==> config.mk <==
export PLATFORM = sky130hd
export DESIGN_NAME = pipe_ctrl_sequencer
export DESIGN_NICKNAME = d
export VERILOG_FILES = /design/src/rtl/pipe_ctrl_sequencer_pkg.sv /design/src/rtl/pipe_ctrl_sequencer_stage_reg.sv /design/src/rtl/pipe_ctrl_sequencer.sv
export SDC_FILE = /design/constraint.sdc
export NUM_CORES = 1
export LEC_CHECK = 0
export CELL_PAD_IN_SITES_DETAIL_PLACEMENT = 1
export CELL_PAD_IN_SITES_GLOBAL_PLACEMENT = 2
export CORE_UTILIZATION = 28
export CTS_CLUSTER_DIAMETER = 30
export CTS_CLUSTER_SIZE = 10
export DETAILED_ROUTE_END_ITERATION = 8
export GPL_ROUTABILITY_DRIVEN = 0
export PLACE_DENSITY = 0.72
export SYNTH_ARGS = -nofsm -noshare
export SYNTH_HDL_FRONTEND = slang
export SYNTH_SLANG_ARGS = --single-unit
==> constraint.sdc <==
create_clock -name clk -period 1.6 [get_ports clk]
set_input_delay 0.4 -clock clk [delete_from_list [all_inputs] [get_ports clk]]
set_output_delay 0.4 -clock clk [all_outputs]
set_load 0.02 [all_outputs]
==> src/rtl/pipe_ctrl_sequencer_pkg.sv <==
// Shared types for the pipeline control sequencer: forward selects,
// result-source encodings and the per-stage control bundle.
package rv_ctrl_pkg;

  typedef enum logic [1:0] {
    FWD_RF = 2'b00,
    FWD_W  = 2'b01,
    FWD_M  = 2'b10
  } fwd_sel_e;

  localparam logic RES_ALU = 1'b0;
  localparam logic RES_MEM = 1'b1;

  // Register addresses travel beside this bundle so REG_AW stays a module parameter
  typedef struct packed {
    logic       valid;
    logic       reg_write;
    logic       alu_src;
    logic       mem_write;
    logic       result_src;
    logic       branch;
    logic [2:0] alu_control;
  } ctrl_stage_t;

  localparam ctrl_stage_t CTRL_BUBBLE = '0;

endpackage

==> src/rtl/pipe_ctrl_sequencer_stage_reg.sv <==
// One pipeline control stage register; reset and flush both load a bubble.
module ctrl_stage_reg
  import rv_ctrl_pkg::*;
#(
  parameter int REG_AW = 5
) (
  input  logic              clk,
  input  logic              rst_n,
  input  logic              flush,
  input  ctrl_stage_t       ctrl_d,
  input  logic [REG_AW-1:0] rs1_d,
  input  logic [REG_AW-1:0] rs2_d,
  input  logic [REG_AW-1:0] rd_d,
  output ctrl_stage_t       ctrl_q,
  output logic [REG_AW-1:0] rs1_q,
  output logic [REG_AW-1:0] rs2_q,
  output logic [REG_AW-1:0] rd_q
);

  always_ff @(posedge clk or negedge rst_n) begin
    if (!rst_n) begin
      ctrl_q <= CTRL_BUBBLE;
      rs1_q  <= '0;
      rs2_q  <= '0;
      rd_q   <= '0;
    end else if (flush) begin
      ctrl_q <= CTRL_BUBBLE;
      rs1_q  <= '0;
      rs2_q  <= '0;
      rd_q   <= '0;
    end else begin
      ctrl_q <= ctrl_d;
      rs1_q  <= rs1_d;
      rs2_q  <= rs2_d;
      rd_q   <= rd_d;
    end
  end

endmodule

==> src/rtl/pipe_ctrl_sequencer.sv <==
// Carries decoded controls through E/M/W, resolves load-use and branch
// hazards, selects operand forwarding and counts stall/flush events.
module pipe_ctrl_sequencer
  import rv_ctrl_pkg::*;
#(
  parameter int REG_AW = 5,
  parameter int CNT_W  = 16
) (
  input  logic              clk,
  input  logic              rst_n,
  input  logic              ValidD,
  input  logic              RegWriteD,
  input  logic              ALUSrcD,
  input  logic              MemWriteD,
  input  logic              ResultSrcD,
  input  logic              BranchD,
  input  logic [2:0]        ALUControlD,
  input  logic [REG_AW-1:0] Rs1D,
  input  logic [REG_AW-1:0] Rs2D,
  input  logic [REG_AW-1:0] RdD,
  input  logic              ZeroE,
  output logic              ALUSrcE,
  output logic [2:0]        ALUControlE,
  output logic [1:0]        ForwardAE,
  output logic [1:0]        ForwardBE,
  output logic              PCSrcE,
  output logic              MemWriteM,
  output logic              RegWriteW,
  output logic              ResultSrcW,
  output logic [REG_AW-1:0] RdW,
  output logic              StallF,
  output logic              StallD,
  output logic              FlushD,
  output logic              FlushE,
  output logic [CNT_W-1:0]  stall_cnt,
  output logic [CNT_W-1:0]  flush_cnt
);

  localparam int N_STAGE = 3;  // index 0 = E, 1 = M, 2 = W

  ctrl_stage_t       ctrl_dec;
  ctrl_stage_t       ctrl_d [N_STAGE];
  ctrl_stage_t       ctrl_q [N_STAGE];
  logic [REG_AW-1:0] rs1_d  [N_STAGE];
  logic [REG_AW-1:0] rs2_d  [N_STAGE];
  logic [REG_AW-1:0] rd_d   [N_STAGE];
  logic [REG_AW-1:0] rs1_q  [N_STAGE];
  logic [REG_AW-1:0] rs2_q  [N_STAGE];
  logic [REG_AW-1:0] rd_q   [N_STAGE];
  logic              lw_stall;

  // An invalid decode slot enters E as a bubble
  always_comb begin
    ctrl_dec = CTRL_BUBBLE;
    if (ValidD) begin
      ctrl_dec.valid       = 1'b1;
      ctrl_dec.reg_write   = RegWriteD;
      ctrl_dec.alu_src     = ALUSrcD;
      ctrl_dec.mem_write   = MemWriteD;
      ctrl_dec.result_src  = ResultSrcD;
      ctrl_dec.branch      = BranchD;
      ctrl_dec.alu_control = ALUControlD;
    end
  end

  genvar gi;
  generate
    for (gi = 0; gi < N_STAGE; gi++) begin : g_stage
      if (gi == 0) begin : g_first
        assign ctrl_d[gi] = ctrl_dec;
        assign rs1_d[gi]  = ValidD ? Rs1D : '0;
        assign rs2_d[gi]  = ValidD ? Rs2D : '0;
        assign rd_d[gi]   = ValidD ? RdD  : '0;
      end else begin : g_chain
        assign ctrl_d[gi] = ctrl_q[gi-1];
        assign rs1_d[gi]  = rs1_q[gi-1];
        assign rs2_d[gi]  = rs2_q[gi-1];
        assign rd_d[gi]   = rd_q[gi-1];
      end

      ctrl_stage_reg #(.REG_AW(REG_AW)) u_stage (
        .clk    (clk),
        .rst_n  (rst_n),
        .flush  ((gi == 0) ? FlushE : 1'b0),
        .ctrl_d (ctrl_d[gi]),
        .rs1_d  (rs1_d[gi]),
        .rs2_d  (rs2_d[gi]),
        .rd_d   (rd_d[gi]),
        .ctrl_q (ctrl_q[gi]),
        .rs1_q  (rs1_q[gi]),
        .rs2_q  (rs2_q[gi]),
        .rd_q   (rd_q[gi])
      );
    end
  endgenerate

  // M wins over W so the youngest producer is forwarded
  function automatic fwd_sel_e fwd_select(
    input logic [REG_AW-1:0] rs,
    input logic              rw_m,
    input logic [REG_AW-1:0] rd_m,
    input logic              rw_w,
    input logic [REG_AW-1:0] rd_w
  );
    if (rw_m && (rd_m != '0) && (rd_m == rs))
      return FWD_M;
    else if (rw_w && (rd_w != '0) && (rd_w == rs))
      return FWD_W;
    return FWD_RF;
  endfunction

  assign ForwardAE = fwd_select(rs1_q[0], ctrl_q[1].reg_write, rd_q[1],
                                ctrl_q[2].reg_write, rd_q[2]);
  assign ForwardBE = fwd_select(rs2_q[0], ctrl_q[1].reg_write, rd_q[1],
                                ctrl_q[2].reg_write, rd_q[2]);

  assign PCSrcE   = ctrl_q[0].valid & ctrl_q[0].branch & ZeroE;
  assign lw_stall = ctrl_q[0].valid & (ctrl_q[0].result_src == RES_MEM) &
                    ctrl_q[0].reg_write & (rd_q[0] != '0) &
                    ((rd_q[0] == Rs1D) | (rd_q[0] == Rs2D)) & ValidD;

  // A taken branch discards the stalled instruction, so it suppresses the stall
  assign StallF = lw_stall & ~PCSrcE;
  assign StallD = lw_stall & ~PCSrcE;
  assign FlushD = PCSrcE;
  assign FlushE = lw_stall | PCSrcE;

  assign ALUSrcE     = ctrl_q[0].alu_src;
  assign ALUControlE = ctrl_q[0].alu_control;
  assign MemWriteM   = ctrl_q[1].mem_write;
  assign RegWriteW   = ctrl_q[2].reg_write;
  assign ResultSrcW  = ctrl_q[2].result_src;
  assign RdW         = rd_q[2];

  always_ff @(posedge clk or negedge rst_n) begin
    if (!rst_n) begin
      stall_cnt <= '0;
      flush_cnt <= '0;
    end else begin
      if (StallD && (stall_cnt != '1))
        stall_cnt <= stall_cnt + 1'b1;
      if (PCSrcE && (flush_cnt != '1))
        flush_cnt <= flush_cnt + 1'b1;
    end
  end

  // W-stage fields that nothing downstream consumes
  logic unused_w;
  assign unused_w = ^{ctrl_q[2].valid, ctrl_q[2].alu_src, ctrl_q[2].mem_write,
                      ctrl_q[2].branch, ctrl_q[2].alu_control,
                      rs1_q[2], rs2_q[2]};

endmodule

== After elaboration in Yosys (flattened, before gate mapping) ==
Index checks and enable logic that the tools add are counted.

* Output and inout bits: 53
* Bits in registers: 71
* Logic and storage cells: 69

* Muxes and demuxes: 18
* Equality and inequality tests: 8
* Reductions and logical operators: 11
* Add/sub/neg operators: 2
* Bitwise operators: 11

{| class="wikitable"
|+ Operators by type and width
! operator !! number
|-
| 16-bit by 1-bit adder with 16-bit output (second input constant) || 2
|-
| 16-bit inequality test (second input constant) || 2
|-
| 5-bit equality test || 6
|-
| 5-bit two-way mux || 6
|-
| 9-bit two-way mux || 2
|-
| 5-bit nonzero test || 3
|-
| 2-bit two-way mux || 6
|-
| 1-bit bitwise AND || 8
|-
| 1-bit logical AND || 8
|-
| 1-bit two-way mux || 4
|-
| 1-bit OR || 2
|-
| 1-bit inverter || 1
|}

== Depth between registers and ports, before layout ==
Gate-level depths: netlist of the first run.

* Depth after elaboration: 7
* Mapped depth: 8
* Gate-level depth less buffers: 7

== Cells and area by module ==
A second synthesis of the first run with hierarchy kept.

* Cell total of the unflattened synthesis: 384
* Area, all modules: 4,623.2 um2

{| class="wikitable"
|+ By module, submodules not included
! module !! cells each !! sequential area each (um2) !! instances !! area each (um2)
|-
| ctrl_stage_reg || 50 || 600.6 || 3 || 813.3
|-
| pipe_ctrl_sequencer || 234 || 800.8 || 1 || 2,183.3
|}

== Worst setup path before layout of the first run ==
OpenSTA, ideal clock, no wires.

* Path kind: register -> output
* Start point: register g_stage[1].u_stage.rd_q[1]
* End point: output ForwardAE[0]
* Cell stages (with the launch flop): 5
* Required time: 1.200 ns
* Path slack: -0.816 ns
* Arrival time: 2.016 ns
* Buffers on the path: 0
* Cells stage by stage: dfrtp_1 > or4_1 > o21ai_0 > nor4_1 > nor4_1

* Cells in the longest elaborated chain, start to end: 5

{| class="wikitable"
|+ RTL lines
! element !! RTL line !! source
|-
| start, declared || pipe_ctrl_sequencer_stage_reg.sv:17 || <nowiki>output logic [REG_AW-1:0] rd_q</nowiki>
|-
| start signal, assigned || pipe_ctrl_sequencer_stage_reg.sv:35 || <nowiki>rd_q <= rd_d;</nowiki>
|-
| 5-bit nonzero test || pipe_ctrl_sequencer.sv:105 || <nowiki>if (rw_m && (rd_m != '0) && (rd_m == rs))</nowiki>
|-
| 1-bit logical AND || pipe_ctrl_sequencer.sv:105 ||
|-
| 1-bit logical AND (*) || pipe_ctrl_sequencer.sv:105 ||
|-
| 2-bit two-way mux / 1-bit two-way mux (equally long branches) || pipe_ctrl_sequencer.sv:105 ||
|-
| 2-bit two-way mux (*) || pipe_ctrl_sequencer.sv:109 || <nowiki>return FWD_RF;</nowiki>
|-
| end, declared || pipe_ctrl_sequencer.sv:24 || <nowiki>output logic [1:0] ForwardAE,</nowiki>
|}

Mark *: on every way between the ends. The rest lies on a longest branch, timed or not.

== Final worst setup path of the first run ==
* Start point: register g_stage[2].u_stage.rd_q[1]
* End point: output ForwardBE[0]

* Cells in the longest elaborated chain, start to end: 6

{| class="wikitable"
|+ RTL lines
! element !! RTL line !! source
|-
| start, declared || pipe_ctrl_sequencer_stage_reg.sv:17 ||
|-
| start signal, assigned || pipe_ctrl_sequencer_stage_reg.sv:35 ||
|-
| 5-bit nonzero test || pipe_ctrl_sequencer.sv:107 || <nowiki>else if (rw_w && (rd_w != '0) && (rd_w == rs))</nowiki>
|-
| 1-bit logical AND || pipe_ctrl_sequencer.sv:107 ||
|-
| 1-bit logical AND (*) || pipe_ctrl_sequencer.sv:107 ||
|-
| 1-bit two-way mux (*) || pipe_ctrl_sequencer.sv:107 ||
|-
| 1-bit two-way mux (*) || pipe_ctrl_sequencer.sv:105 ||
|-
| 2-bit two-way mux (*) || pipe_ctrl_sequencer.sv:109 ||
|-
| end, declared || pipe_ctrl_sequencer.sv:25 || <nowiki>output logic [1:0] ForwardBE,</nowiki>
|}

Marked as above.

==> results of run 1 <==
==> kinds of logic after synthesis <==
logic type,Yosys count
and+or+nand+nor,104
DFF,71
xor gates and xnor gates,57
buffers and inverters,10
AOI/OAI and AO/OA,9
muxes,4
adders and majority gates,2
==> area by class of cell <==
| class | count | share of cell area [%] |
|---|---|---|
| sequential | 71 | 33.73 |
| antenna | 1 | 0.04711 |
| multi-input combinational | 179 | 33.71 |
| tap | 140 | 3.298 |
| clock buffer | 13 | 2.992 |
| inverter | 2 | 0.1885 |
| clock inverter | 3 | 1.225 |
| timing repair buffer | 153 | 24.81 |
==> registers in the layout (all words and copies together), names as in the netlist <==
name,flops
stall_cnt,16
flush_cnt,16
g_stage.u_stage.rd_q,15
g_stage.u_stage.rs2_q,5
g_stage.u_stage.ctrl_q,14
g_stage.u_stage.rs1_q,5
==> Yosys cell counts <==
library cell  instances
o211ai_1              1
inv_1                 2
mux2_2                3
nor4b_2               1
nor2_1               11
o21a_1                1
a22oi_2               1
xnor2_1              24
buf_4                 7
or4_1                 4
and3_4                1
and4_1                3
nand2b_4              1
nand3_1              14
o21ai_0               2
nand4_2               3
a21oi_1               3
nor4b_4               1
ha_1                  2
xor2_1               33
and2_1               26
mux2i_1               1
dfrtp_1              71
nand2_1              13
nand2b_1              1
and3_1                5
nor4_1                4
nor3_2                2
nor3_1                5
o2111ai_1             1
buf_6                 1
nand4_1               9
==> worst register-to-register path, stage by stage, from the launching register on <==
cell	delay [ns]
dfrtp_1	0.42
xor2_1	0.20
nor3_2	0.23
a22oi_2	0.12
buf_4	0.15
nor4b_4	0.20
buf_4	0.18
buf_12	0.14
mux2_4	0.30
==> cells in the final DEF, fill, tap and decap left out, drive strengths merged, types with 4 or more instances in the layout <==
cell type and count:
and2 26, and3 9, buf 85, clkbuf 29, clkdlybuf4s15 8, clkdlybuf4s50 14, dfrtp 71, dlygate4sd2 30
nand2 13, nand3 14, nand4 12, nor2 11, nor3 7, nor4 4, or4 4, xnor2 24
xor2 33
==> layer usage <==
metal | vias to the layer above | GRT usage, % | part of all wire (%)
met2 | 57 | 26.28 | 51
met3 | 16 | 4.298 | 4.9
met5 | - | 0 | 0
li1 | 1201 | - | -
met4 | 0 | 5.871 | 1.7
met1 | 1269 | 20.13 | 43
==> power by group <==
group	internal, uW	total [uW]	switching (uW)
Sequential	1900	2000	100
Clock	963	1630	664
Combinational	371	740	369
Total	3230	4370	1130
==> worst max-delay path by stage <==
stage                                         startpoint      endpoint  slack, ns  cells past startpoint
CTS                 g_stage[2].u_stage.rd_q[1]$_DFF_PN0_  ForwardBE[0]      -0.78                      4
global route        g_stage[2].u_stage.rd_q[4]$_DFF_PN0_  ForwardBE[0]      -0.83                      4
global placement                                 Rs2D[4]        StallF      -1.06                      7
detailed placement                               Rs2D[4]        StallD      -1.09                      7
floorplan           g_stage[2].u_stage.rd_q[1]$_DFF_PN0_  ForwardBE[0]      -0.36                      3
finish              g_stage[2].u_stage.rd_q[1]$_DFF_PN0_  ForwardBE[0]      -0.75                      4
==> per-stage QoR <==
stage          cells  power [uW]  area (um2)  worst slack, ns
6_report         562        4366        5311          -0.7475
5_1_grt          562        4598        5311          -0.8280
4_1_cts          555        4388        5066          -0.7761
3_5_place_dp     533        2739        4708           -1.090
3_3_place_gp     533        2722        4708           -1.056
2_1_floorplan    257        2338        3309          -0.3596
==> repair_timing <==
action,in CTS,in global routing
cloned,3,1
endpoints found under the setup margin,101,78
gates resized for setup,163,71
pin swaps,20,27
buffers inserted,3,6
==> run_results.csv, run 1 <==
group,metric,value,unit
run_status,outcome,"complete, but fails checks",
run_status,violations,"setup timing",
setup_path,worstRegToRegCells,8,
yosys,synthXorXnorAreaFrac,15.99,%
yosys,synth_largest_area_cell,"dfrtp_1",
drt,ant_nets,0,
die,die_w,107.6,um
setup_path,reg2reg_slack,-0.43,ns
finish,final_layout_size_suffix_gt1_share,49.17,%
global_routing,grt_pass1_wl,13880,um
global_routing,grt_max_degree,72,
setup_path,worstReg2RegEnd,"stall_cnt[1]$_DFFE_PN0P_",
setup_path,max_stage_delay,0.56,ns
die,start_util,28.80,%
timing,slew_headroom,73.38,%
power_and_ir_drop,leakage,0.002659,uW
clock_network,cts_made_buffers,9,
die,rows,38,
finish,fillers,1174,
drt,drt_iter0_drc,48,
yosys,muxShareOfSynthArea,1.403,%
finish,final_util,49.00,%
die,core_area,10840,um2
die,dieArea,11580,um2
setup_path,critPathMaxFanout,4,
setup_path,r2r_start,"g_stage[0].u_stage.rd_q[4]$_DFF_PN0_",
yosys,yosysSeqAreaShare,56.91,%
drt,drt-wirelength-per-cell,15.48,um
clock_network,cts_tree,"built",
yosys,synth_top_cell_area_share,56.91,%
global_routing,grt_pass1_vias,2793,
clock_network,cts_hold_buf,0,
setup_path,cp.arrival,1.95,ns
die,die_height,107.6,um
setup_path,crit_type,"reg2out",
yosys,ys_seq_elements,71,
finish,multi_input_area,1790,um2
timing,hold_viol,0,
setup_path,cpMaxStageDelayCell,"or4_4",
finish,syn2layout_area_growth,70.14,%
setup_path,worstSetupStartpointType,"flip-flop",
drt,viasPerCell,4.525,
clock_network,insertion_delay,0.35,ns
timing,worst_slack,-0.7475,ns
timing,finalSetupTns,-13.28,ns
setup_path,end_kind,"output pin",
timing,setup_viol,50,
placed_design,io_buffers,79,
clock_network,cts_max_level,3,
yosys,netlist_instances,257,
yosys,synth_compound_area_share,1.964,%
drt,dr.pass1.iters,4,
yosys,synthSimpleGateAreaFrac,20.64,%
timing,fmax,426.0,MHz
drt,wl,8698,um
power_and_ir_drop,ir_drop,0.4297,mV
drt,drc,0,
yosys,synthAdderAreaFrac,0.8016,%
die,ioPinCount,80,
timing,skew,0.01069,ns
setup_path,critPathTopFamily,"simple AND/OR/NAND/NOR gates",
flow_run,drv_cap,0,
timing,whs,0.04735,ns
clock_network,clk_pin_slew,0.08,ns
clock_network,cts_root_buffer,"clkbuf_8",
yosys,synth_top_family_by_area,"simple AND/OR/NAND/NOR gates",
timing,drv_slew,0,
placed_design,place_hpwl,5923,um
timing,timing.final.crit_share,146.7,%
setup_path,cp.required,1.20,ns
finish,regArea,1792,um2
yosys,synth.area.top_cells,"dfrtp_1 (57%), xor2_1 (9.3%), xnor2_1 (6.7%)",
global_routing,grtUsageTotal,16.02,%
clock_network,cts_buffer_depth,2,
drt,num_vias,2543,
yosys,synth.distinct_cells,32,
yosys,synth_warnings,0,
clock_network,cts_sinks,71,
power_and_ir_drop,p_per_area,822.1,nW/um2
timing,tightest_slew,0.3993,ns
yosys,synth_nets,286,
setup_path,worstPathCellList,"xor2_1 -> or4_4 -> nor4_4 -> buf_4",
timing,fin_crit,2.347,ns
timing,rsz0062_at_grt,"yes",
global_routing,antenna_found_initial,1,
hold_path,worstHoldPathType,"in2async",
yosys,syn-cell-area,3122,um2
yosys,syn_area_per_cell,12.15,um2
finish,layout.nets,445,
global_routing,overflow,0,
setup_path,cp_num_buf_inv,1,
Power figures use the tool's default switching activity.
==> run 2: changes to the inputs <==
--- a/config.mk
+++ b/config.mk
@@ -7,12 +7,12 @@
 export LEC_CHECK = 0
 export CELL_PAD_IN_SITES_DETAIL_PLACEMENT = 1
 export CELL_PAD_IN_SITES_GLOBAL_PLACEMENT = 2
-export CORE_UTILIZATION = 28
+export CORE_UTILIZATION = 31
 export CTS_CLUSTER_DIAMETER = 30
 export CTS_CLUSTER_SIZE = 10
 export DETAILED_ROUTE_END_ITERATION = 8
 export GPL_ROUTABILITY_DRIVEN = 0
-export PLACE_DENSITY = 0.72
+export PLACE_DENSITY = 0.75
 export SYNTH_ARGS = -nofsm -noshare
 export SYNTH_HDL_FRONTEND = slang
 export SYNTH_SLANG_ARGS = --single-unit
==> constraint.sdc (replaced) <==
create_clock -name clk -period 2.38 [get_ports clk]
set_input_delay 0.595 -clock clk [delete_from_list [all_inputs] [get_ports clk]]
set_output_delay 0.595 -clock clk [all_outputs]
set_load 0.02 [all_outputs]
==> run_results.csv, run 2 (same netlist as run 1, synthesis figures left out) <==
group,metric,value,unit
global_routing,overflow,0,
clock_network,cts_sinks,71,
drt,drt-wirelength-per-cell,14.53,um
timing,hold_viol,0,
setup_path,cpMaxStageDelayCell,"or4_4",
timing,rsz0062_at_grt,"yes",
clock_network,cts_made_buffers,9,
die,dieArea,10480,um2
finish,diodes,0,
timing,whs,0.1691,ns
placed_design,io_buffers,79,
clock_network,clk_pin_slew,0.07,ns
drt,wl,7470,um
placed_design,dp_slack,-0.6964,ns
finish,final_cell_mix,"dfrtp_1 (71), clkdlybuf4s50_1 (58), buf_4 (39)",
finish,layout.nets,405,
clock_network,insertion_delay,0.35,ns
drt,ant_nets,0,
global_routing,grt_pass1_vias,2396,
hold_path,worstHoldPathType,"in2async",
power_and_ir_drop,power,2631,uW
setup_path,max_stage_delay,0.50,ns
global_routing,grt_max_degree,43,
power_and_ir_drop,leakage,0.002132,uW
finish,final_cell_area,4556,um2
timing,tightest_slew,0.4230,ns
setup_path,r2r_start,"stall_cnt[0]$_DFFE_PN0P_",
timing,worst_slack,-0.2140,ns
power_and_ir_drop,p_per_area,577.6,nW/um2
setup_path,crit_path_start,"g_stage[2].u_stage.rd_q[4]$_DFF_PN0_",
setup_path,crit_type,"reg2out",
run_status,outcome,"complete, but fails checks",
setup_path,end_kind,"output pin",
finish,final_common_cell,"dfrtp_1",
timing,skew,0.006971,ns
setup_path,cp.required,1.78,ns
timing,slew_headroom,71.80,%
clock_network,cts_root_buffer,"clkbuf_8",
die,ioPinCount,80,
drt,dr.pass1.iters,4,
setup_path,worstSetupStartpointType,"flip-flop",
die,rows,36,
die,start_util,31.94,%
die,die_height,102.4,um
timing,finalSetupTns,-0.6103,ns
power_and_ir_drop,ir_drop,0.3808,mV
setup_path,worstPathCellList,"buf_4 -> xor2_1 -> or4_4 -> nor4_4 -> buf_4",
clock_network,cts_hold_buf,0,
clock_network,cts_tree,"built",
finish,final_layout_size_suffix_gt1_share,23.62,%
drt,viasPerCell,4.516,
finish,largestRegisters,"flush_cnt: 16 flops, stall_cnt: 16 flops, g_stage.u_stage.rd_q: 15 flops",
finish,syn2layout_area_growth,45.93,%
timing,fin_crit,2.594,ns
global_routing,grt_pass1_wl,12390,um
die,die_w,102.4,um
global_routing,grtUsageTotal,15.85,%
setup_path,critPathTopFamily,"simple AND/OR/NAND/NOR gates",
setup_path,cp.arrival,2.00,ns
global_routing,antenna_found_initial,0,
drt,num_vias,2321,
placed_design,place_hpwl,5614,um
run_status,violations,"setup timing",
flow_run,drv_cap,0,
placed_design,place_area,4285,um2
drt,drc,0,
timing,drv_slew,0,
timing,setup_viol,4,
setup_path,critPathMaxFanout,3,
setup_path,crit_path_frequent_cell,"buf_4",
timing,timing.final.crit_share,109.0,%
die,core_area,9774,um2
timing,fmax,385.5,MHz
clock_network,cts_buffer_depth,2,
clock_network,cts_max_level,3,
setup_path,cp_num_buf_inv,2,
drt,drt_iter0_drc,35,
[run 2: changes by cell type in the layout (fill, tap and decap cells not counted), sizes merged, moves of 3 or more]
cell           before  now
clkdlybuf4s50      14   58
buf                85   45
dlygate4sd2        30   10
clkbuf             29   12
clkdlybuf4s15       8    1
clkinv              1    5
and3                9    6
[run 2: power by group]
part	internal, uW	switching [uW]
combinational	222	207
clock	400	458
sequential	1270	72.0
total	1890	737
[run 2: layer usage]
metal  track usage, %  part of all wire (%)
met5                0                     0
met4            6.593                   1.9
met3            3.899                   3.4
met2            25.14                    49
met1            20.70                    45
[run 2: layout make-up]
class / instances / area [um2]
Multi-Input combinational cell: 176 / 1374
Timing Repair Buffer: 116 / 1057
Clock buffer: 10 / 137.6
Sequential cell: 71 / 1777
Fill cell: 1089 / 5219
Clock inverter: 6 / 36.28
Inverter: 2 / 7.507
Tap cell: 133 / 166.4
[run 2: repair_timing]
action	4_1_cts	5_1_grt
gates resized for setup	64	14
endpoints found under the setup margin	9	9
pin swaps	9	5
setup buffers	4	1
[run 2: through the flow]
stage | instances | util, %
2_1_floorplan | 257 | -
3_3_place_gp | 494 | 43.84
3_5_place_dp | 494 | 43.84
4_1_cts | 513 | 46.25
5_1_grt | 514 | 46.61
6_report | 514 | 46.61
[run 2: final timing paths]
check / slack (ns) / end / depth (start not counted)
hold reg to reg: 0.35 / g_stage[2].u_stage.ctrl_q[4]$_DFF_PN0_ / 0
setup / recovery: -0.21 / ForwardAE[0] / 5
hold / removal: 0.17 / stall_cnt[6]$_DFFE_PN0P_ / 1
min in group clk: 0.35 / g_stage[2].u_stage.ctrl_q[4]$_DFF_PN0_ / 0
setup reg to reg: 0.33 / stall_cnt[4]$_DFFE_PN0P_ / 8
max in group asynchronous: 1.63 / g_stage[0].u_stage.rs2_q[3]$_DFF_PN0_ / 2
==> run 3: changes to the inputs <==
--- a/config.mk
+++ b/config.mk
@@ -7,12 +7,13 @@
 export LEC_CHECK = 0
 export CELL_PAD_IN_SITES_DETAIL_PLACEMENT = 1
 export CELL_PAD_IN_SITES_GLOBAL_PLACEMENT = 2
-export CORE_UTILIZATION = 31
+export CORE_UTILIZATION = 40
 export CTS_CLUSTER_DIAMETER = 30
 export CTS_CLUSTER_SIZE = 10
 export DETAILED_ROUTE_END_ITERATION = 8
+export DONT_BUFFER_PORTS = 1
 export GPL_ROUTABILITY_DRIVEN = 0
-export PLACE_DENSITY = 0.75
+export PLACE_DENSITY = 0.74
 export SYNTH_ARGS = -nofsm -noshare
 export SYNTH_HDL_FRONTEND = slang
 export SYNTH_SLANG_ARGS = --single-unit
==> constraint.sdc (replaced) <==
create_clock -name clk -period 2.38 [get_ports clk]
set_input_delay 0.595 -clock clk [delete_from_list [all_inputs] [get_ports clk]]
set_output_delay 0.595 -clock clk [all_outputs]
set_load 0.05 [all_outputs]
==> run_results.csv, run 3 (same netlist as run 1, synthesis figures left out) <==
group,metric,value,unit
setup_path,cpMaxStageDelayCell,"or4_4",
finish,final_layout_size_suffix_gt1_share,34.78,%
timing,worst_slack,-0.2335,ns
setup_path,end_kind,"output pin",
power_and_ir_drop,leakage,0.001934,uW
finish,final_cell_mix,"dfrtp_1 (59), buf_4 (50), xor2_1 (30)",
timing,slew_headroom,62.69,%
finish,largestRegisters,"flush_cnt: 16 flops, stall_cnt: 16 flops, g_stage.u_stage.rd_q: 15 flops",
timing,skew,0.009717,ns
finish,final_common_cell,"dfrtp_1",
timing,whs,0.1120,ns
clock_network,cts_tree,"built",
timing,drv_slew,0,
setup_path,worstSetupStartpointType,"flip-flop",
clock_network,cts_buffer_depth,2,
timing,finalSetupTns,-0.5919,ns
run_status,violations,"setup timing",
finish,final_cells,421,
finish,fillers,774,
clock_network,cts_root_buffer,"clkbuf_8",
die,die_w,90.34,um
placed_design,place_inst,393,
drt,num_vias,2090,
die,core_area,7408,um2
drt,drt-wirelength-per-cell,17.34,um
drt,ant_nets,0,
setup_path,critPathMaxFanout,4,
timing,fmax,382.6,MHz
die,dieArea,8161,um2
clock_network,insertion_delay,0.34,ns
drt,dr.pass1.iters,3,
global_routing,grt_pass1_vias,2332,
setup_path,crit_type,"reg2out",
drt,drc,0,
placed_design,place_area,3652,um2
drt,wl,7299,um
setup_path,max_stage_delay,0.56,ns
placed_design,io_buffers,0,
power_and_ir_drop,power,2789,uW
hold_path,worstHoldPathType,"in2async",
timing,setup_viol,3,
setup_path,cp.arrival,2.02,ns
drt,drt_iter0_drc,51,
timing,hold_viol,0,
setup_path,worstPathCellList,"xor2_1 -> or4_4 -> nor4_4 -> buf_12",
flow_run,drv_cap,0,
global_routing,grt_pass1_wl,11880,um
clock_network,cts_made_buffers,9,
global_routing,grt_max_degree,72,
global_routing,overflow,0,
global_routing,antenna_found_initial,0,
timing,tightest_slew,0.5596,ns
timing,fin_crit,2.613,ns
finish,layout.nets,346,
run_status,outcome,"complete, but fails checks",
finish,syn2layout_area_growth,29.22,%
clock_network,cts_max_level,3,
clock_network,cts_sinks,71,
timing,rsz0062_at_grt,"yes",
timing,timing.final.crit_share,109.8,%
finish,final_cell_area,4034,um2
die,die_height,90.34,um
global_routing,grtUsageTotal,18.96,%
die,rows,31,
placed_design,place_hpwl,5235,um
drt,viasPerCell,4.964,
die,ioPinCount,80,
power_and_ir_drop,ir_drop,0.6116,mV
power_and_ir_drop,p_per_area,691.4,nW/um2
finish,diodes,0,
setup_path,cp.required,1.78,ns
die,start_util,42.14,%
clock_network,clk_pin_slew,0.08,ns
## run 3: cell count changes in the layout (fill, tap and decap cells not counted), sizes merged
| cell | change |
|---|---|
| buf | +12 |
| bufinv | +1 |
| clkbuf | -2 |
| clkdlybuf4s15 | -1 |
| clkdlybuf4s50 | -58 |
| clkinv | -3 |
| clkinvlp | +1 |
| dlygate4sd2 | -10 |
| inv | +1 |
## run 3: through the flow
step / utilization (%) / setup slack, ns
finish: 54.45 / -0.2335
floorplan: - / -0.1563
global placement: 49.30 / 0.1493
global route: 54.45 / -0.2739
detailed placement: 49.30 / 0.07239
CTS: 53.17 / -0.2400
## run 3: worst paths after layout
path | from | to | slack [ns] | cells after the start
max | g_stage[2].u_stage.rd_q[0]$_DFF_PN0_ | ForwardAE[0] | -0.23 | 4
min | rst_n | g_stage[0].u_stage.rs2_q[3]$_DFF_PN0_ | 0.11 | 1
max reg2reg | stall_cnt[15]$_DFFE_PN0P_ | stall_cnt[4]$_DFFE_PN0P_ | 0.35 | 6
min reg2reg | g_stage[1].u_stage.ctrl_q[4]$_DFF_PN0_ | g_stage[2].u_stage.ctrl_q[4]$_DFF_PN0_ | 0.35 | 0
max in group asynchronous | rst_n | g_stage[2].u_stage.ctrl_q[7]$_DFF_PN0_ | 1.94 | 1
min in group clk | g_stage[1].u_stage.ctrl_q[4]$_DFF_PN0_ | g_stage[2].u_stage.ctrl_q[4]$_DFF_PN0_ | 0.35 | 0
## run 3: area by class of cell
class                      instances  area, um2  share of cell area, %
sequential                        71       1792                  44.42
timing repair buffer              57      509.2                  12.62
clock inverter                     6      67.56                  1.675
multi-input combinational        176       1396                  34.62
tap                               99      123.9                  3.071
clock buffer                      10      137.6                  3.412
inverter                           2      7.507                 0.1861
## run 3: power breakdown
part	switching (uW)	internal [uW]	leakage [uW]	total, uW
clock network	467	516	0.0000989	983
logic	291	157	0.000906	448
registers	82.7	1270	0.000930	1360
## run 3: layer usage
layer | global-route usage, % | share of wire [%] | vias to the layer above | routed length (um)
met5 | 0 | 0 | - | 0
li1 | - | - | 990 | -
met1 | 23.85 | 44 | 1034 | 3197
met2 | 30.53 | 49 | 56 | 3545
met3 | 5.219 | 5.9 | 10 | 429
met4 | 8.468 | 1.7 | 0 | 126
## run 3: worst max-delay path, delay by kind of cell, from the launching register on
family | cells | cell delay, ns
xor gates and xnor gates | 1 | 0.16
buffers and inverters | 1 | 0.18
DFF | 1 | 0.45
and+or+nand+nor | 2 | 0.90
## run 3: timing repair
action,4_1_cts,5_1_grt
hold buffers,1,0
pin swaps,3,8
gates resized for setup,7,11
endpoints found under the hold margin,71,0
setup buffers,4,7
endpoints found under the setup margin,7,7
